--- src/rtl/shift_pipe.sv ---
// shift_pipe: pipelined barrel shifter with valid/ready handshake.
// One registered stage per shift-amount bit; stage k applies a shift of 2^k
// when amount bit k is set. A single global stall freezes every stage while
// the output holds a result the consumer has not taken.
// Ports:
//   clk, rst            clock, asynchronous active-high reset
//   in_valid/in_ready   operand handshake (in_ready is combinational)
//   in_data/in_amt/in_op operand, shift amount, mode (00 lsr, 01 lsl, 10 asr, 11 rol)
//   out_valid/out_ready result handshake
//   out_data/out_zero   shifted result and its zero flag, registered
module shift_pipe #(
   parameter  int unsigned WIDTH = 8,
   localparam int unsigned SHW   = $clog2(WIDTH)
) (
   input  logic             clk,
   input  logic             rst,
   input  logic             in_valid,
   output logic             in_ready,
   input  logic [WIDTH-1:0] in_data,
   input  logic [SHW-1:0]   in_amt,
   input  logic [1:0]       in_op,
   output logic             out_valid,
   input  logic             out_ready,
   output logic [WIDTH-1:0] out_data,
   output logic             out_zero
);

   // Shift d by a fixed amount sh in the given mode.
   function automatic logic [WIDTH-1:0] f_stage(input logic [WIDTH-1:0] d,
                                                input logic [1:0]       op,
                                                input int unsigned      sh);
      logic [WIDTH-1:0] r;
      case (op)
         2'b00:   r = d >> sh;
         2'b01:   r = d << sh;
         2'b10:   r = WIDTH'($signed(d) >>> sh);
         default: r = (d << sh) | (d >> (WIDTH - sh));
      endcase
      return r;
   endfunction

   logic [SHW-1:0]            r_valid;
   logic [SHW-1:0][WIDTH-1:0] r_data;
   logic [SHW-1:0][1:0]       r_op;
   logic [SHW-1:0][SHW-1:0]   r_amt;
   logic                      r_zero;

   logic [SHW-1:0]            w_src_valid;
   logic [SHW-1:0][WIDTH-1:0] w_src_data;
   logic [SHW-1:0][1:0]       w_src_op;
   logic [SHW-1:0][SHW-1:0]   w_src_amt;
   logic [SHW-1:0][WIDTH-1:0] w_nxt_data;
   logic                      w_advance;
   logic                      w_unused;

   // Whole pipeline moves together unless the output is blocked.
   assign w_advance = !r_valid[SHW-1] || out_ready;
   assign in_ready  = w_advance;

   // Stage inputs and per-stage conditional shift.
   for (genvar k = 0; k < SHW; k++) begin : g_stage
      if (k == 0) begin : g_first
         assign w_src_valid[k] = in_valid;
         assign w_src_data[k]  = in_data;
         assign w_src_op[k]    = in_op;
         assign w_src_amt[k]   = in_amt;
      end else begin : g_rest
         assign w_src_valid[k] = r_valid[k-1];
         assign w_src_data[k]  = r_data[k-1];
         assign w_src_op[k]    = r_op[k-1];
         assign w_src_amt[k]   = r_amt[k-1];
      end
      assign w_nxt_data[k] = w_src_amt[k][k]
                           ? f_stage(w_src_data[k], w_src_op[k], 32'd1 << k)
                           : w_src_data[k];
   end

   // The last stage's op and the already-consumed amount bits feed nothing.
   assign w_unused = ^{r_op[SHW-1], r_amt};

   // Pipeline registers; all stages load together on advance.
   always_ff @(posedge clk or posedge rst) begin
      if (rst) begin
         r_valid <= '0;
         r_data  <= '0;
         r_op    <= '0;
         r_amt   <= '0;
         r_zero  <= 1'b0;
      end else if (w_advance) begin
         r_valid <= w_src_valid;
         r_data  <= w_nxt_data;
         r_op    <= w_src_op;
         r_amt   <= w_src_amt;
         r_zero  <= (w_nxt_data[SHW-1] == '0);
      end
   end

   assign out_valid = r_valid[SHW-1];
   assign out_data  = r_data[SHW-1];
   assign out_zero  = r_zero;

endmodule

--- config.mk ---
export PLATFORM = sky130hd
export DESIGN_NAME = shift_pipe
export DESIGN_NICKNAME = d
export VERILOG_FILES = /design/src/rtl/shift_pipe.sv
export SDC_FILE = /design/constraint.sdc
export NUM_CORES = 1
export LEC_CHECK = 0
export CAP_MARGIN = 30
export CORE_MARGIN = 2
export CORE_UTILIZATION = 45
export DETAILED_ROUTE_END_ITERATION = 10
export PLACE_DENSITY_LB_ADDON = 0.1
export SETUP_SLACK_MARGIN = 0.05
export SLEW_MARGIN = 10
export SYNTH_ARGS = -nofsm -noshare
export SYNTH_HDL_FRONTEND = slang
export SYNTH_SLANG_ARGS = --single-unit
--- constraint.sdc ---
create_clock -name clk -period 2.2 [get_ports clk]
set_input_delay 0.44 -clock clk [delete_from_list [all_inputs] [get_ports clk]]
set_output_delay 0.44 -clock clk [all_outputs]
set_load 0.05 [all_outputs]
-- After elaboration in Yosys (flattened, before gate mapping)
Cells that the tools add are included.
- reduce and logical (&&, ||, !) cells: 6
- equal/unequal tests: 6
- mux-type cells: 6
- bitwise operators: 3
- operator list (operator ; count):
    8-bit case mux with 3 select lines ; 3
    8-bit 2-to-1 mux ; 3
    8-bit logical NOT ; 1
    8-bit by 1-bit bitwise OR with 8-bit output ; 1
    8-bit by 2-bit bitwise OR with 8-bit output ; 1
    8-bit by 4-bit bitwise OR with 8-bit output ; 1
    2-bit by 1-bit == test with 1-bit output, second input constant ; 3
    2-bit == test, second input constant ; 3
    2-bit logical NOT ; 3
    1-bit logical NOT ; 1
    1-bit logical OR ; 1
- logic and storage cells: 30
- output and inout bits: 11
- flip-flop bits (word level): 38
- input port bits: 17

-- Longest topological paths before layout
Gate-level depths: netlist of run 1.
- depth after elaboration: 4
- mapped depth: 6
- mapped depth without buffers: 4

-- Worst setup path after synthesis of run 1
No wires, ideal clock.
- kind: reg-to-output
- start point: register r_valid[2]
- end point: output in_ready
- data arrival time: 1360 ps
- stages on the path, launching flop included: 5
- buffers on the path: 2
- path slack: 400 ps
- required time: 1760 ps
- cell sequence: dfrtp_1 -> nor2b_1 -> buf_2 -> inv_1 -> buf_2
- longest elaborated chain between the ends: 2
- RTL lines (what ; RTL line ; source):
    from (decl) ; 42 ; logic [SHW-1:0] r_valid;
    from (signal assigned) ; 90 ; r_valid <= w_src_valid;
    1-bit logical NOT ; 57 ; assign w_advance = !r_valid[SHW-1] || out_ready;
    1-bit logical OR ; 57 ;
    to (decl) ; 18 ; output logic in_ready,
No other way between the ends.

-- Final worst setup path of run 1
- start point: register r_data, in the netlist out_data[1]
- end point: output out_data[1]
- RTL lines (what ; RTL line ; source):
    from (decl) ; 43 ; logic [SHW-1:0][WIDTH-1:0] r_data;
    from (signal assigned) ; 91 ; r_data <= w_nxt_data;
    to (decl) ; 24 ; output logic [WIDTH-1:0] out_data,
No word-level cell between the ends.

==> reports/results.txt, run 1 <==
outcome -> finished clean
Max-Cap Viols -> 0
Yosys top cell by area -> dfrtp_1
EDFF count, synth -> 0
total number of vias -> 1,457
Placer Congestion -> 0.810
CP Data Required Time -> 1.76 ns
All-Layer GR Usage -> 18.0%
LEAKAGE -> 0.000927 µW
M3 GR Usage -> 5.50%
Slew headroom -> 67.1%
initial antenna violation count -> 0
met2 Usage GRT -> 32.8%
synth warn -> 0
WL/cell -> 12.8 µm
Final nets -> 244
# fillers -> 347
cell family with most CP delay -> buffers and inverters
post-synthesis mux area share -> 6.79%
Hold WC Path Type -> reg -> reg
max-slew violations -> 0
gr busiest metal -> met2
final WL -> 3.55 mm
first-pass GRT wire length -> 5.97 mm
Arr. time, crit path -> 1.45 ns
largest family of logic cells by synthesized area -> simple AND/OR/NAND/NOR gates
cell area after synthesis -> 1810 µm²
largest cells by area after synthesis -> dfrtp_1 (49%), nand2_1 (12%), o21ai_0 (11%)
Avg Inst Size Synth -> 8.56 µm²
setup total negative slack -> 0 ns
detailed-route DRC error count -> 0
die area -> 4530 µm²
Crit Path Category -> reg -> out
Crit. End Element -> primary output
fin area -> 2120 µm²
Initial Util -> 45.8%
FF+latch count, synth -> 35
PortBufs -> 27
post-DR vias/cell -> 5.28
Area Growth Syn to Fin -> 17.2%
fin crit period -> 1.89 ns
Synth Area in Simple Gates -> 19.8%
Setup Fix Bufs, Post-CTS -> 0
pwr/cell area -> 1270 nW/µm²
Synth Area in XOR/XNOR -> 0%
vias in the first global route -> 1,369
die extent in x -> 67.3 µm
worst slew pin tran -> 0.492 ns
CTS buffer count -> 5
root buf cell -> clkbuf_8
CTS tree -> built
f_max -> 0.528 GHz
io pins -> 28
crit-path cells -> clkdlybuf4s50_1
Final period util -> 86.0%
GR Layer Usage met1 -> 19.0%
Iter 0 DRT Violations -> 84
Ant. Diodes -> 0
largest net degree at the start of global routing -> 53
Final Skew -> 0.00650 ns
row count -> 23
Critical Path Start Type -> flop
total core area -> 3940 µm²
VDD IR max -> 476 µV
sequential fraction of the synthesis area -> 48.5%
htree depth -> 2
adder-cell share of the synthesized area -> 0%
Clock Path Buffers -> 2
Bufs and invs on worst path -> 1
Post-synth top flop -> dfrtp_1
most frequent cells after synthesis -> nand2_1 (57), o21ai_0 (38), dfrtp_1 (35)
final hold viol count -> 0
Detail Placement HPWL -> 2.55 mm
Die H -> 67.3 µm
cell with the most instances after synthesis -> nand2_1
post-cts resize count -> 0
Synth cell types -> 28
Skew-Pair Late Insertion Delay -> 0.28 ns
Clock Sinks -> 35
Final ANT Viol Nets -> 0
synthesized instance count -> 211
top cell type's share of synthesized area -> 48.5%
CTS Hold Bufs -> 0
syn nets -> 228
# setup viols final -> 0
DP Area -> 2040 µm²
CP max-delay cell -> clkdlybuf4s50_1
Clock transition at path regs -> 0.07 ns
CP Max Fanout -> 2
max incr delay on CP -> 0.81 ns
unrepaired setup endpoints after global routing -> false
ys async rst share -> 100%
compound-gate portion of the synthesized area -> 17.4%
share of layout cells above drive strength 1 -> 6.19%
TritonRoute pass-1 iters -> 4
GRT overflow -> 0
placed cells by master, fill, tap and decap left out, drive strengths merged, types with 2 or more instances in the layout:
cell and n:
a21oi 4, a31oi 3, a32oi 2, and3 3, buf 4, clkbuf 6
clkdlybuf4s50 26, dfrtp 35, inv 5, mux2 2, mux2i 10, nand2 57
nand2b 5, nand3 9, nor2 4, nor2b 2, o21ai 38, o31ai 2
cell families after synthesis:
| logic type | Yosys count |
|---|---|
| simple gates | 83 |
| flops | 35 |
| mux | 12 |
| compound gates | 55 |
| buf+inv | 26 |
layer usage:
layer | share of wire [%] | vias up
li1 | - | 739
met1 | 42 | 680
met2 | 53 | 35
met3 | 3.7 | 3
met4 | 0.82 | 0
met5 | 0 | -
power breakdown:
part	total, µW	internal [µW]	switching (µW)
sequential	1140	891	246
clock	420	211	209
combinational	1130	440	690
registers in the layout, summed over array words and instances (netlist names):
name	flops
out_data	8
out_zero	1
r_amt	3
r_data	16
r_op	4
r_valid	3
final cells by class:
cell class                 count  area, µm²  area share (%)
tap                           50       62.6            2.96
multi-input combinational    150        796            37.6
inverter                       5       18.8           0.887
sequential                    35        876            41.4
clock buffer                   6       72.6            3.43
timing repair buffer          30        290            13.7
final timing paths:
| path | from | end | slack [ns] | depth (start not counted) |
|---|---|---|---|---|
| min reg2reg | r_valid[1] | r_valid[1] | 0.47 | 2 |
| min | r_valid[1] | r_valid[1] | 0.47 | 2 |
| max | out_data[1] | out_data[1] | 0.31 | 1 |
| min in group asynchronous | rst | r_amt[2] | 0.57 | 3 |
| max reg2reg | r_amt[5] | out_zero | 0.67 | 4 |
| max in group asynchronous | rst | out_data[6] | 1.32 | 3 |
through the flow:
step | setup WS [ns] | util (%) | power [µW] | hold WS [ns] | instances
final | 0.307 | 53.7 | 2690 | 0.468 | 276
after global routing | 0.261 | 53.7 | 2890 | 0.489 | 276
after CTS | 0.295 | 53.7 | 2710 | 0.470 | 276
after detailed placement | 0.304 | 51.8 | 2290 | 0.455 | 270
after global placement | 0.363 | 51.8 | 2250 | 0.445 | 270
after floorplan | 0.400 | - | 2040 | 0.430 | 211
Power figures use the tool's default switching activity.
==> run 2, diff against run 1 <==
--- a/config.mk
+++ b/config.mk
@@ -7,7 +7,7 @@
 export LEC_CHECK = 0
 export CAP_MARGIN = 30
 export CORE_MARGIN = 2
-export CORE_UTILIZATION = 45
+export CORE_UTILIZATION = 30
 export DETAILED_ROUTE_END_ITERATION = 10
 export PLACE_DENSITY_LB_ADDON = 0.1
 export SETUP_SLACK_MARGIN = 0.05
==> reports/results.txt, run 2 (synthesis gave the netlist of run 1 again) <==
total number of vias -> 1,425 (was 1,457)
CTS buffer count -> 5 (unchanged)
switching part of the total power -> 42.7% (was 42.6%)
final WL -> 3.66 mm (was 3.55 mm)
TritonRoute pass-1 iters -> 4 (unchanged)
Detail Placement HPWL -> 2.58 mm (was 2.55 mm)
row count -> 28 (was 23)
Skew-Pair Late Insertion Delay -> 0.29 ns (was 0.28 ns)
Final nets -> 245 (was 244)
VDD IR max -> 537 µV (was 476 µV)
post-cts resize count -> 0 (unchanged)
LEAKAGE -> 0.000946 µW (was 0.000927 µW)
Final ANT Viol Nets -> 0 (unchanged)
Initial Util -> 30.9% (was 45.8%)
htree depth -> 2 (unchanged)
# fillers -> 627 (was 347)
P_sw -> 1160 µW (was 1140 µW)
total core area -> 5850 µm² (was 3940 µm²)
Iter 0 DRT Violations -> 46 (was 84)
All-Layer GR Usage -> 12.3% (was 18.0%)
CP Data Required Time -> 1.76 ns (about the same)
worst slew pin tran -> 0.494 ns (was 0.492 ns)
Clock Path Buffers -> 2 (unchanged)
fin area -> 2180 µm² (was 2120 µm²)
Final Skew -> 0.00314 ns (was 0.00650 ns)
CTS tree -> built (unchanged)
most frequent cells in the layout -> nand2_1 (57), o21ai_0 (38), dfrtp_1 (35) (unchanged)
initial antenna violation count -> 0 (unchanged)
detailed-route DRC error count -> 0 (unchanged)
Crit. End Element -> primary output (unchanged)
fin crit period -> 1.88 ns (was 1.89 ns)
CTS Hold Bufs -> 0 (unchanged)
f_max -> 0.532 GHz (was 0.528 GHz)
Seq. cell area -> 876 µm² (unchanged)
most common cell after layout, fill and taps aside -> nand2_1 (unchanged)
share of layout cells above drive strength 1 -> 7.86% (was 6.19%)
unrepaired setup endpoints after global routing -> false (unchanged)
outcome -> finished clean (unchanged)
Int Pwr -> 1560 µW (was 1540 µW)
setup total negative slack -> 0 ns (unchanged)
# setup viols final -> 0 (unchanged)
CP Max Fanout -> 2 (unchanged)
PortBufs -> 27 (unchanged)
die area -> 6650 µm² (was 4530 µm²)
pwr/cell area -> 1250 nW/µm² (was 1270 nW/µm²)
Slew headroom -> 66.9% (was 67.1%)
Hold WS -> 0.465 ns (was 0.468 ns)
root buf cell -> clkbuf_8 (unchanged)
first-pass GRT wire length -> 6.18 mm (was 5.97 mm)
area of the multi-input gates -> 796 µm² (unchanged)
cell family with most CP delay -> buffers and inverters (unchanged)
Critical Path Start Type -> flop (unchanged)
Die H -> 81.6 µm (was 67.3 µm)
vias in the first global route -> 1,325 (was 1,369)
Bufs and invs on worst path -> 1 (unchanged)
Clock Sinks -> 35 (unchanged)
GRT overflow -> 0 (unchanged)
Clock transition at path regs -> 0.07 ns (about the same)
Arr. time, crit path -> 1.44 ns (was 1.45 ns)
Setup Fix Bufs, Post-CTS -> 0 (unchanged)
final hold viol count -> 0 (unchanged)
Placer Congestion -> 0.783 (was 0.810)
Ant. Diodes -> 0 (unchanged)
Biggest register -> r_data (unchanged)
Largest register FFs -> 16 (unchanged)
Comb pwr share -> 42.0% (was 42.1%)
post-DR vias/cell -> 4.69 (was 5.28)
die extent in x -> 81.6 µm (was 67.3 µm)
Area Growth Syn to Fin -> 20.7% (was 17.2%)
CP max-delay cell -> clkdlybuf4s50_1 (unchanged)
WL/cell -> 12.0 µm (was 12.8 µm)
Hold WC Path Type -> reg -> reg (unchanged)
largest net degree at the start of global routing -> 52 (was 53)
DP Area -> 2090 µm² (was 2040 µm²)
max-slew violations -> 0 (unchanged)
max incr delay on CP -> 0.80 ns (was 0.81 ns)
crit-path cells -> clkdlybuf4s50_1 (unchanged)
io pins -> 28 (unchanged)
Max-Cap Viols -> 0 (unchanged)
Crit Path Category -> reg -> out (unchanged)
Seq pwr share -> 41.6% (was 42.3%)
Clk network pwr share -> 16.4% (was 15.6%)
Final period util -> 85.5% (was 86.0%)
==> run 2: cell count changes in the layout (fill, tap and decap cells not counted), sizes merged <==
cell    delta
clkinv     +3
clkbuf     -1
buf        +1
==> run 2: routing by layer <==
metal / wire [µm] / part of all wire [%] / track usage [%]
met5: 0 / 0 / 0
met4: 86 / 2.3 / 7.00
met3: 122 / 3.3 / 3.19
met2: 1690 / 46 / 19.3
met1: 1760 / 48 / 15.3
==> run 2: final cells by class <==
class | count | area share, %
inverters | 5 | 0.862
well taps | 75 | 4.31
flip-flops and latches | 35 | 40.2
repair buffers | 31 | 14.2
multi-input cells | 150 | 36.5
clock buffers | 5 | 3.16
clock inverters | 3 | 0.689
==> run 2: power groups by stage <==
| stage | Clock [µW] | Sequential (µW) | Combinational, µW |
|---|---|---|---|
| CTS | 461 | 1140 | 1160 |
| floorplan | 0 | 1090 | 951 |
| global placement | 0 | 1150 | 1160 |
| detailed placement | 0 | 1150 | 1160 |
| finish | 447 | 1130 | 1150 |
| global route | 494 | 1180 | 1270 |
==> run 2: path summary, 6_finish.rpt <==
kind,startpoint,end,slack (ns),depth (start not counted)
max in group asynchronous,rst,r_data[8],1.32,3
worst max register to register,r_amt[5],out_zero,0.71,4
worst min-delay path,r_valid[1],r_valid[1],0.46,2
min in group asynchronous,rst,r_amt[2],0.56,3
worst max-delay path,out_data[1],out_data[1],0.32,1
worst min register to register,r_valid[1],r_valid[1],0.46,2
==> run 2: stage by stage <==
step / power (µW) / cells / utilization, % / worst slack, ns
after detailed placement: 2320 / 296 / 35.8 / 0.356
after floorplan: 2040 / 211 / - / 0.400
after CTS: 2760 / 304 / 37.2 / 0.303
after global placement: 2300 / 296 / 35.8 / 0.347
after global routing: 2940 / 304 / 37.2 / 0.257
final: 2730 / 304 / 37.2 / 0.320
==> run 3, diff against run 2 <==
--- a/config.mk
+++ b/config.mk
@@ -7,7 +7,7 @@
 export LEC_CHECK = 0
 export CAP_MARGIN = 30
 export CORE_MARGIN = 2
-export CORE_UTILIZATION = 30
+export CORE_UTILIZATION = 40
 export DETAILED_ROUTE_END_ITERATION = 10
 export PLACE_DENSITY_LB_ADDON = 0.1
 export SETUP_SLACK_MARGIN = 0.05
==> reports/results.txt, run 3 (synthesis gave the netlist of run 1 again) <==
Final nets -> 245 (unchanged)
unrepaired setup endpoints after global routing -> false (unchanged)
P_sw -> 1150 µW (was 1160 µW)
Final period util -> 85.8% (was 85.5%)
Seq pwr share -> 41.0% (was 41.6%)
Hold WC Path Type -> reg -> reg (unchanged)
most frequent cells in the layout -> nand2_1 (57), o21ai_0 (38), dfrtp_1 (35) (unchanged)
Clock transition at path regs -> 0.07 ns (about the same)
Max-Cap Viols -> 0 (unchanged)
Setup Fix Bufs, Post-CTS -> 0 (unchanged)
Placer Congestion -> 0.769 (was 0.783)
Power, Total -> 2770 µW (was 2730 µW)
Ant. Diodes -> 0 (unchanged)
largest net degree at the start of global routing -> 36 (was 52)
die area -> 5070 µm² (was 6650 µm²)
Clk network pwr share -> 18.2% (was 16.4%)
Comb pwr share -> 40.8% (was 42.0%)
Clock Path Buffers -> 2 (unchanged)
Crit. End Element -> primary output (unchanged)
Iter 0 DRT Violations -> 57 (was 46)
VDD IR max -> 349 µV (was 537 µV)
CP Max Fanout -> 2 (unchanged)
crit-path cells -> clkdlybuf4s50_1 (unchanged)
Bufs and invs on worst path -> 1 (unchanged)
CP max-delay cell -> clkdlybuf4s50_1 (unchanged)
Clock Sinks -> 35 (unchanged)
CTS tree -> built (unchanged)
Biggest register -> r_data (unchanged)
post-cts resize count -> 0 (unchanged)
Crit Path Category -> reg -> out (unchanged)
row count -> 24 (was 28)
All-Layer GR Usage -> 15.6% (was 12.3%)
Slew headroom -> 67.2% (was 66.9%)
io pins -> 28 (unchanged)
PortBufs -> 27 (unchanged)
first-pass GRT wire length -> 6.14 mm (was 6.18 mm)
fin crit period -> 1.89 ns (was 1.88 ns)
f_max -> 0.530 GHz (was 0.532 GHz)
Arr. time, crit path -> 1.45 ns (was 1.44 ns)
GRT overflow -> 0 (unchanged)
WL/cell -> 12.6 µm (was 12.0 µm)
final WL -> 3.53 mm (was 3.66 mm)
Final ANT Viol Nets -> 0 (unchanged)
Die H -> 71.2 µm (was 81.6 µm)
initial antenna violation count -> 0 (unchanged)
# setup viols final -> 0 (unchanged)
Int Pwr -> 1620 µW (was 1560 µW)
final hold viol count -> 0 (unchanged)
Skew-Pair Late Insertion Delay -> 0.29 ns (about the same)
detailed-route DRC error count -> 0 (unchanged)
Core Util, Final -> 49.5% (was 37.2%)
Largest register FFs -> 16 (unchanged)
switching part of the total power -> 41.5% (was 42.7%)
TritonRoute pass-1 iters -> 4 (unchanged)
Final Skew -> 0.00608 ns (was 0.00314 ns)
Detail Placement HPWL -> 2.64 mm (was 2.58 mm)
most common cell after layout, fill and taps aside -> nand2_1 (unchanged)
total core area -> 4350 µm² (was 5850 µm²)
setup total negative slack -> 0 ns (unchanged)
pwr/cell area -> 1290 nW/µm² (was 1250 nW/µm²)
post-DR vias/cell -> 5.17 (was 4.69)
worst slew pin tran -> 0.490 ns (was 0.494 ns)
total number of vias -> 1,452 (was 1,425)
Critical Path Start Type -> flop (unchanged)
LEAKAGE -> 0.000946 µW (about the same)
max incr delay on CP -> 0.80 ns (about the same)
vias in the first global route -> 1,369 (was 1,325)
share of layout cells above drive strength 1 -> 7.42% (was 7.86%)
cell family with most CP delay -> buffers and inverters (unchanged)
Area Growth Syn to Fin -> 19.3% (was 20.7%)
CP Data Required Time -> 1.76 ns (about the same)
htree depth -> 2 (unchanged)
max-slew violations -> 0 (unchanged)
CTS Hold Bufs -> 0 (unchanged)
CTS buffer count -> 5 (unchanged)
Initial Util -> 41.5% (was 30.9%)
die extent in x -> 71.2 µm (was 81.6 µm)
outcome -> finished clean (unchanged)
root buf cell -> clkbuf_8 (unchanged)
## run 3: changes by cell type in the layout (fill, tap and decap cells not counted)
cell,delta
buf_12,-1
buf_4,+1
clkinv_2,-3
clkbuf_1,+1
clkbuf_8,+2
## run 3: final timing paths
path | start | end | slack [ns] | depth (start not counted)
min in group asynchronous | rst | out_data[3] | 0.54 | 3
worst max register to register | r_amt[5] | out_zero | 0.70 | 4
worst min-delay path | r_valid[1] | r_valid[1] | 0.46 | 2
worst min register to register | r_valid[1] | r_valid[1] | 0.46 | 2
max in group asynchronous | rst | r_op[2] | 1.34 | 3
worst max-delay path | out_data[1] | out_data[1] | 0.31 | 1
## run 3: layer usage
metal / global-route usage [%] / part of all wire (%) / up-vias / wire length [µm]
li1: - / - / 744 / -
met1: 17.7 / 44 / 672 / 1560
met2: 27.3 / 50 / 29 / 1760
met3: 3.42 / 3.5 / 7 / 125
met4: 8.18 / 2.2 / 0 / 79
met5: 0 / 0 / - / 0
## run 3: cell type report
class                   instances  area, µm²
fillers                       422       2200
flip-flops and latches         35        876
multi-input cells             150        796
repair buffers                 31        298
clock buffers                   8        100
well taps                      52       65.1
inverters                       5       18.8
## run 3: metrics by stage
stage          cells  hold WS, ns  cell area [µm²]  worst slack, ns
2_1_floorplan    211        0.430             1810            0.400
3_3_place_gp     273        0.448             2050            0.303
3_5_place_dp     273        0.448             2050            0.277
4_1_cts          281        0.462             2150            0.305
5_1_grt          281        0.505             2150            0.259
6_report         281        0.457             2150            0.312
## run 3: power by group through the flow
stage	clock network [µW]	registers (µW)	logic, µW
floorplan	0	1090	951
global placement	0	1140	1130
detailed placement	0	1150	1140
CTS	517	1140	1150
global route	541	1180	1250
finish	504	1140	1130
==> edit 1 (config.mk and constraints of run 3) <==
`WIDTH`: 8 -> 16.
--- a/src/rtl/shift_pipe.sv
+++ b/src/rtl/shift_pipe.sv
@@ -10,5 +10,5 @@
 //   out_data/out_zero   shifted result and its zero flag, registered
 module shift_pipe #(
-   parameter  int unsigned WIDTH = 8,
+   parameter  int unsigned WIDTH = 16,
    localparam int unsigned SHW   = $clog2(WIDTH)
 ) (
Interface: changed (resized in_amt, in_data and out_data); port bits go from 28 to 45. No check against the original RTL was run, so the function may have changed too.
==> edit 1 against run 3 <==
Design area grew 130%. Largest cell class unchanged. Setup slack got worse by 0.11 ns. Core utilization decreased by 1.2 points. Synthesized cell count grew 140%. Sequential cell count increased by 46. Power rose to 2.7 times the old value. Routed wire length grew to 2.6 times the old value. Area after synthesis is 140% higher. Sequential power grew 150%.
==> edit 1: results (changes against run 3) <==
- Status: finished, final reports clean
- Area contributors post-synth: dfrtp_1, nand2_1, o21ai_0
- Clk_skew: 0.0120 ns (+0.00597 ns)
- Dpl hpwl: 6.47 mm (+140%)
- Wl on met1: 4.77 mm (+210%)
- Peak VDD IR: 733 uV (+110%)
- First-pass GRT wire length: 15.6 mm (+150%)
- Global Route met1 Usage: 0.250 (+0.0730)
- Seq/Total Area, Yosys: 0.475 (-0.0102)
- RR Startpoint: r_op[4]
- Routability cong.: 0.821 (+6.8%)
- Hold endpoint: out_data[8]
- Hold Worst Slack: 0.470 ns (+0.0130 ns)
- Switching pwr: 3.15 mW (+170%)
- Iter 0 DRT Violations: 186 (+230%)
- Post-Route WL: 9.20 mm (+160%)
- Worst path max stage delay: 0.82 ns (+0.02 ns)
- Commonest cells in the netlist: nand2_1, o21ai_0, dfrtp_1
- Post CTS Setup Buffer Count: 0 (unchanged)
- Avg Cell Area, Syn: 8.40 sq um (-1.8%)
- Worst setup path start: out_data[15]
- Tmin final: 2.00 ns (+0.111 ns)
- Final net count: 548 (+120%)
- Worst-path clk slew: 0.09 ns (+0.02 ns)
- Max reg flops: 48 (+32)
- Worst-case reg-to-reg path depth: 5 (+1)
- Distinct cell type count after synthesis: 32 (+14%)
- Placed inst area: 4720 sq um (+130%)
- Placed Cells: 647 (+140%)
- DR vias: 3368 (+130%)
- Met2 wire len: 3.96 mm (+120%)
- Met2 Usage GRT: 0.260 (-0.0122)
- Slew headroom: 0.460 (-0.212)
- Final Power: 7.42 mW (+170%)
- Place WS: 0.300 ns (+0.0235 ns)
- Filler cells: 1031 (+140%)
- Vias per cell: 5.08 (-1.7%)
- Worst reg2reg setup slack: 0.31 ns (-0.39 ns)
- Leak pwr: 2.14 nW (+130%)
- Clock-net power: 1.44 mW (+190%)
- Crit path to: out_data[15]
- Uppermost layer routed: met4
- Min-Delay Startpoint: out_data[8]
- PD cells: 1490 nW/um^2 (+16%)
- H-tree level count: 3 (+1)
- Largest net degree at the start of global routing: 121 (+240%)
- Register share of total power: 0.382 (-0.028)
- Total GRT Usage: 0.174 (+0.0176)
- Clk_lat worst skew: 0.36 ns (+0.07 ns)
- Ratio of cells with drive above 1 in the final layout: 0.0683 (-0.00592)
- Routed wl met3: 324 microns (+160%)
- GR Util met3: 0.0339 (-0.000290)
- PortBufs: 44 (+63%)
- Critical path arrival: 1.56 ns (+0.11 ns)
- Vias in the first global route: 3195 (+130%)
- CTS Buf Count: 9 (+4)
- Syn_nets: 534 (+130%)
-- edit 1: cell count changes in the layout (fill, tap and decap cells not counted), sizes merged, moves of 6 or more --
| cell | run 3 | this run |
|---|---|---|
| dfrtp | 35 | 81 |
| a31oi | 3 | 13 |
| nor2b | 2 | 8 |
| o21ai | 38 | 104 |
| clkdlybuf4s50 | 26 | 43 |
| a21oi | 4 | 11 |
| nand3 | 9 | 17 |
| nand2 | 57 | 140 |
| nor2 | 4 | 13 |
| buf | 5 | 12 |
| mux2i | 10 | 34 |
-- edit 1: cell families after synthesis --
kind of cell	after synthesis	share of synthesized area
muxes	37	0.0877
DFF	81	0.475
buffers and inverters	58	0.0707
AOI/OAI and AO/OA	135	0.168
and+or+nand+nor	197	0.198
-- edit 1: cell type report --
type / instances / area share
clock buffers: 10 / 0.0256
clock inverters: 6 / 0.0276
inverters: 6 / 0.00528
multi-input cells: 369 / 0.391
flip-flops and latches: 81 / 0.407
well taps: 136 / 0.0342
repair buffers: 55 / 0.110
==> edit 2 (config.mk and constraints of run 3) <==
Made on the original files. Reset style: synchronous (`rst`), changed in one clocked block. Comments in the files are not updated.
--- a/src/rtl/shift_pipe.sv
+++ b/src/rtl/shift_pipe.sv
@@ -80,5 +80,5 @@
 
    // Pipeline registers; all stages load together on advance.
-   always_ff @(posedge clk or posedge rst) begin
+   always_ff @(posedge clk) begin
       if (rst) begin
          r_valid <= '0;
Formal check against the unedited RTL: differs if rst is asserted again (counterexample within 4 cycles, from zero or initial values and one cycle with rst high); with rst held inactive, the same outputs for 10 cycles.
==> edit 2 against run 3 <==
Global-route usage grew 0.41 points. Sequential share of layout area fell by 7.5 points. Sequential cell count is the same. Design area fell by 1.9%. First-iteration DRC count up 14%. Area after synthesis is 1.5% lower. Die area is 1.4% lower. Routed wire length is 4.6% higher. Via count grew 0.83%. Critical endpoint is now in_ready. Critical path type is now in -> out. Clock skew fell by 0.0019 ns. Setup slack lost 0.0086 ns.
Power is not compared: it rests on default switching activity, and its combinational part moved more than twofold at a synthesized area within 25%.
==> edit 2: results (changes against run 3) <==
- Status: finished, final reports clean
- Commonest cells in the netlist: nor2_1, dfxtp_1, nand2_1
- Crit Path Max Fanout: 6 (+4)
- Vias in the first global route: 1391 (+1.6%)
- First-pass GRT wire length: 6.44 mm (+4.9%)
- Ys async rst share: 0 (-1.00)
- Worst reg2reg setup slack: 0.66 ns (-0.04 ns)
- Synth Flop Type: dfxtp_1
- Slew @ Worst Pin: 0.527 ns (+0.0369 ns)
- Slowest CP cell: clkdlybuf4s50_1
- Routed wl met3: 117 microns (-6.4%)
- Post-Route WL: 3.70 mm (+4.6%)
- Initial antenna violation count: 0 (unchanged)
- RR Startpoint: r_op[2]
- DR vias: 1464 (+0.83%)
- Wl on met1: 1.89 mm (+21%)
- Area contributors post-synth: dfxtp_1, nor2_1, a21oi_1
- Routability cong.: 0.714 (-7.2%)
- GR Util met3: 0.0399 (+0.00570)
- Clk_skew: 0.00422 ns (-0.00186 ns)
- Filler cells: 461 (+9.2%)
- Largest net degree at the start of global routing: 37 (+2.8%)
- Mux cell area share after synthesis: 0.0563 (-0.0116)
- Dpl hpwl: 2.63 mm (-0.56%)
- Final net count: 256 (+4.5%)
- Top-count cell post-synth: nor2_1
- Iter 0 DRT Violations: 65 (+14%)
- Total GRT Usage: 0.160 (+0.00414)
- Met2 wire len: 1.63 mm (-7.4%)
- Synth Area in Compound Gates: 0.229 (+0.0548)
- Seq/Total Area, Yosys: 0.394 (-0.0910)
- Distinct cell type count after synthesis: 29 (+3.6%)
- Placed inst area: 2010 sq um (-2.0%)
-- edit 2: cell count changes after synthesis, moves of 5 or more --
cell,delta
a211oi_1,+13
a21oi_1,+22
a311oi_1,+5
dfrtp_1,-35
dfxtp_1,+35
nand2_1,-27
nand3_1,-5
nor2_1,+35
o21ai_0,-35
-- edit 2: critical path, delay by kind of cell --
kind | cells | cell delay [ns]
buf+inv | 3 | 0.67
simple gates | 1 | 0.35
-- edit 2: worst max-delay path by stage --
stage                    start  cells past startpoint  slack (ns)  endpoint
finish               out_ready                      4        0.30  in_ready
global route         out_ready                      4        0.25  in_ready
CTS                  out_ready                      4        0.29  in_ready
detailed placement   out_ready                      4        0.28  in_ready
global placement     out_ready                      4        0.29  in_ready
floorplan           r_valid[2]                      4        0.49  in_ready
-- edit 2: metrics by stage --
| step | power [mW] | setup WS, ns | utilization | cells | hold WS (ns) |
|---|---|---|---|---|---|
| CTS | 1.51 | 0.295 | 0.488 | 292 | 0.455 |
| global placement | 1.00 | 0.294 | 0.465 | 284 | 0.439 |
| global route | 1.57 | 0.254 | 0.488 | 292 | 0.475 |
| finish | 1.49 | 0.304 | 0.488 | 292 | 0.450 |
| detailed placement | 1.00 | 0.285 | 0.465 | 284 | 0.445 |
| floorplan | 0.925 | 0.488 | - | 226 | 0.432 |
-- edit 2: layout make-up --
type                       instances  area (sq um)  share of cell area
timing repair buffer              33           325               0.154
clock buffer                       8           100              0.0474
tap                               52          65.1              0.0308
sequential                        35           701               0.332
inverter                           4          15.0             0.00711
multi-input combinational        160           906               0.429
-- edit 2: power by group through the flow --
stage	combinational [mW]	sequential [mW]	clock, mW
finish	0.261	0.724	0.502
global route	0.288	0.732	0.549
CTS	0.263	0.725	0.523
detailed placement	0.262	0.739	0
global placement	0.262	0.738	0
floorplan	0.199	0.725	0
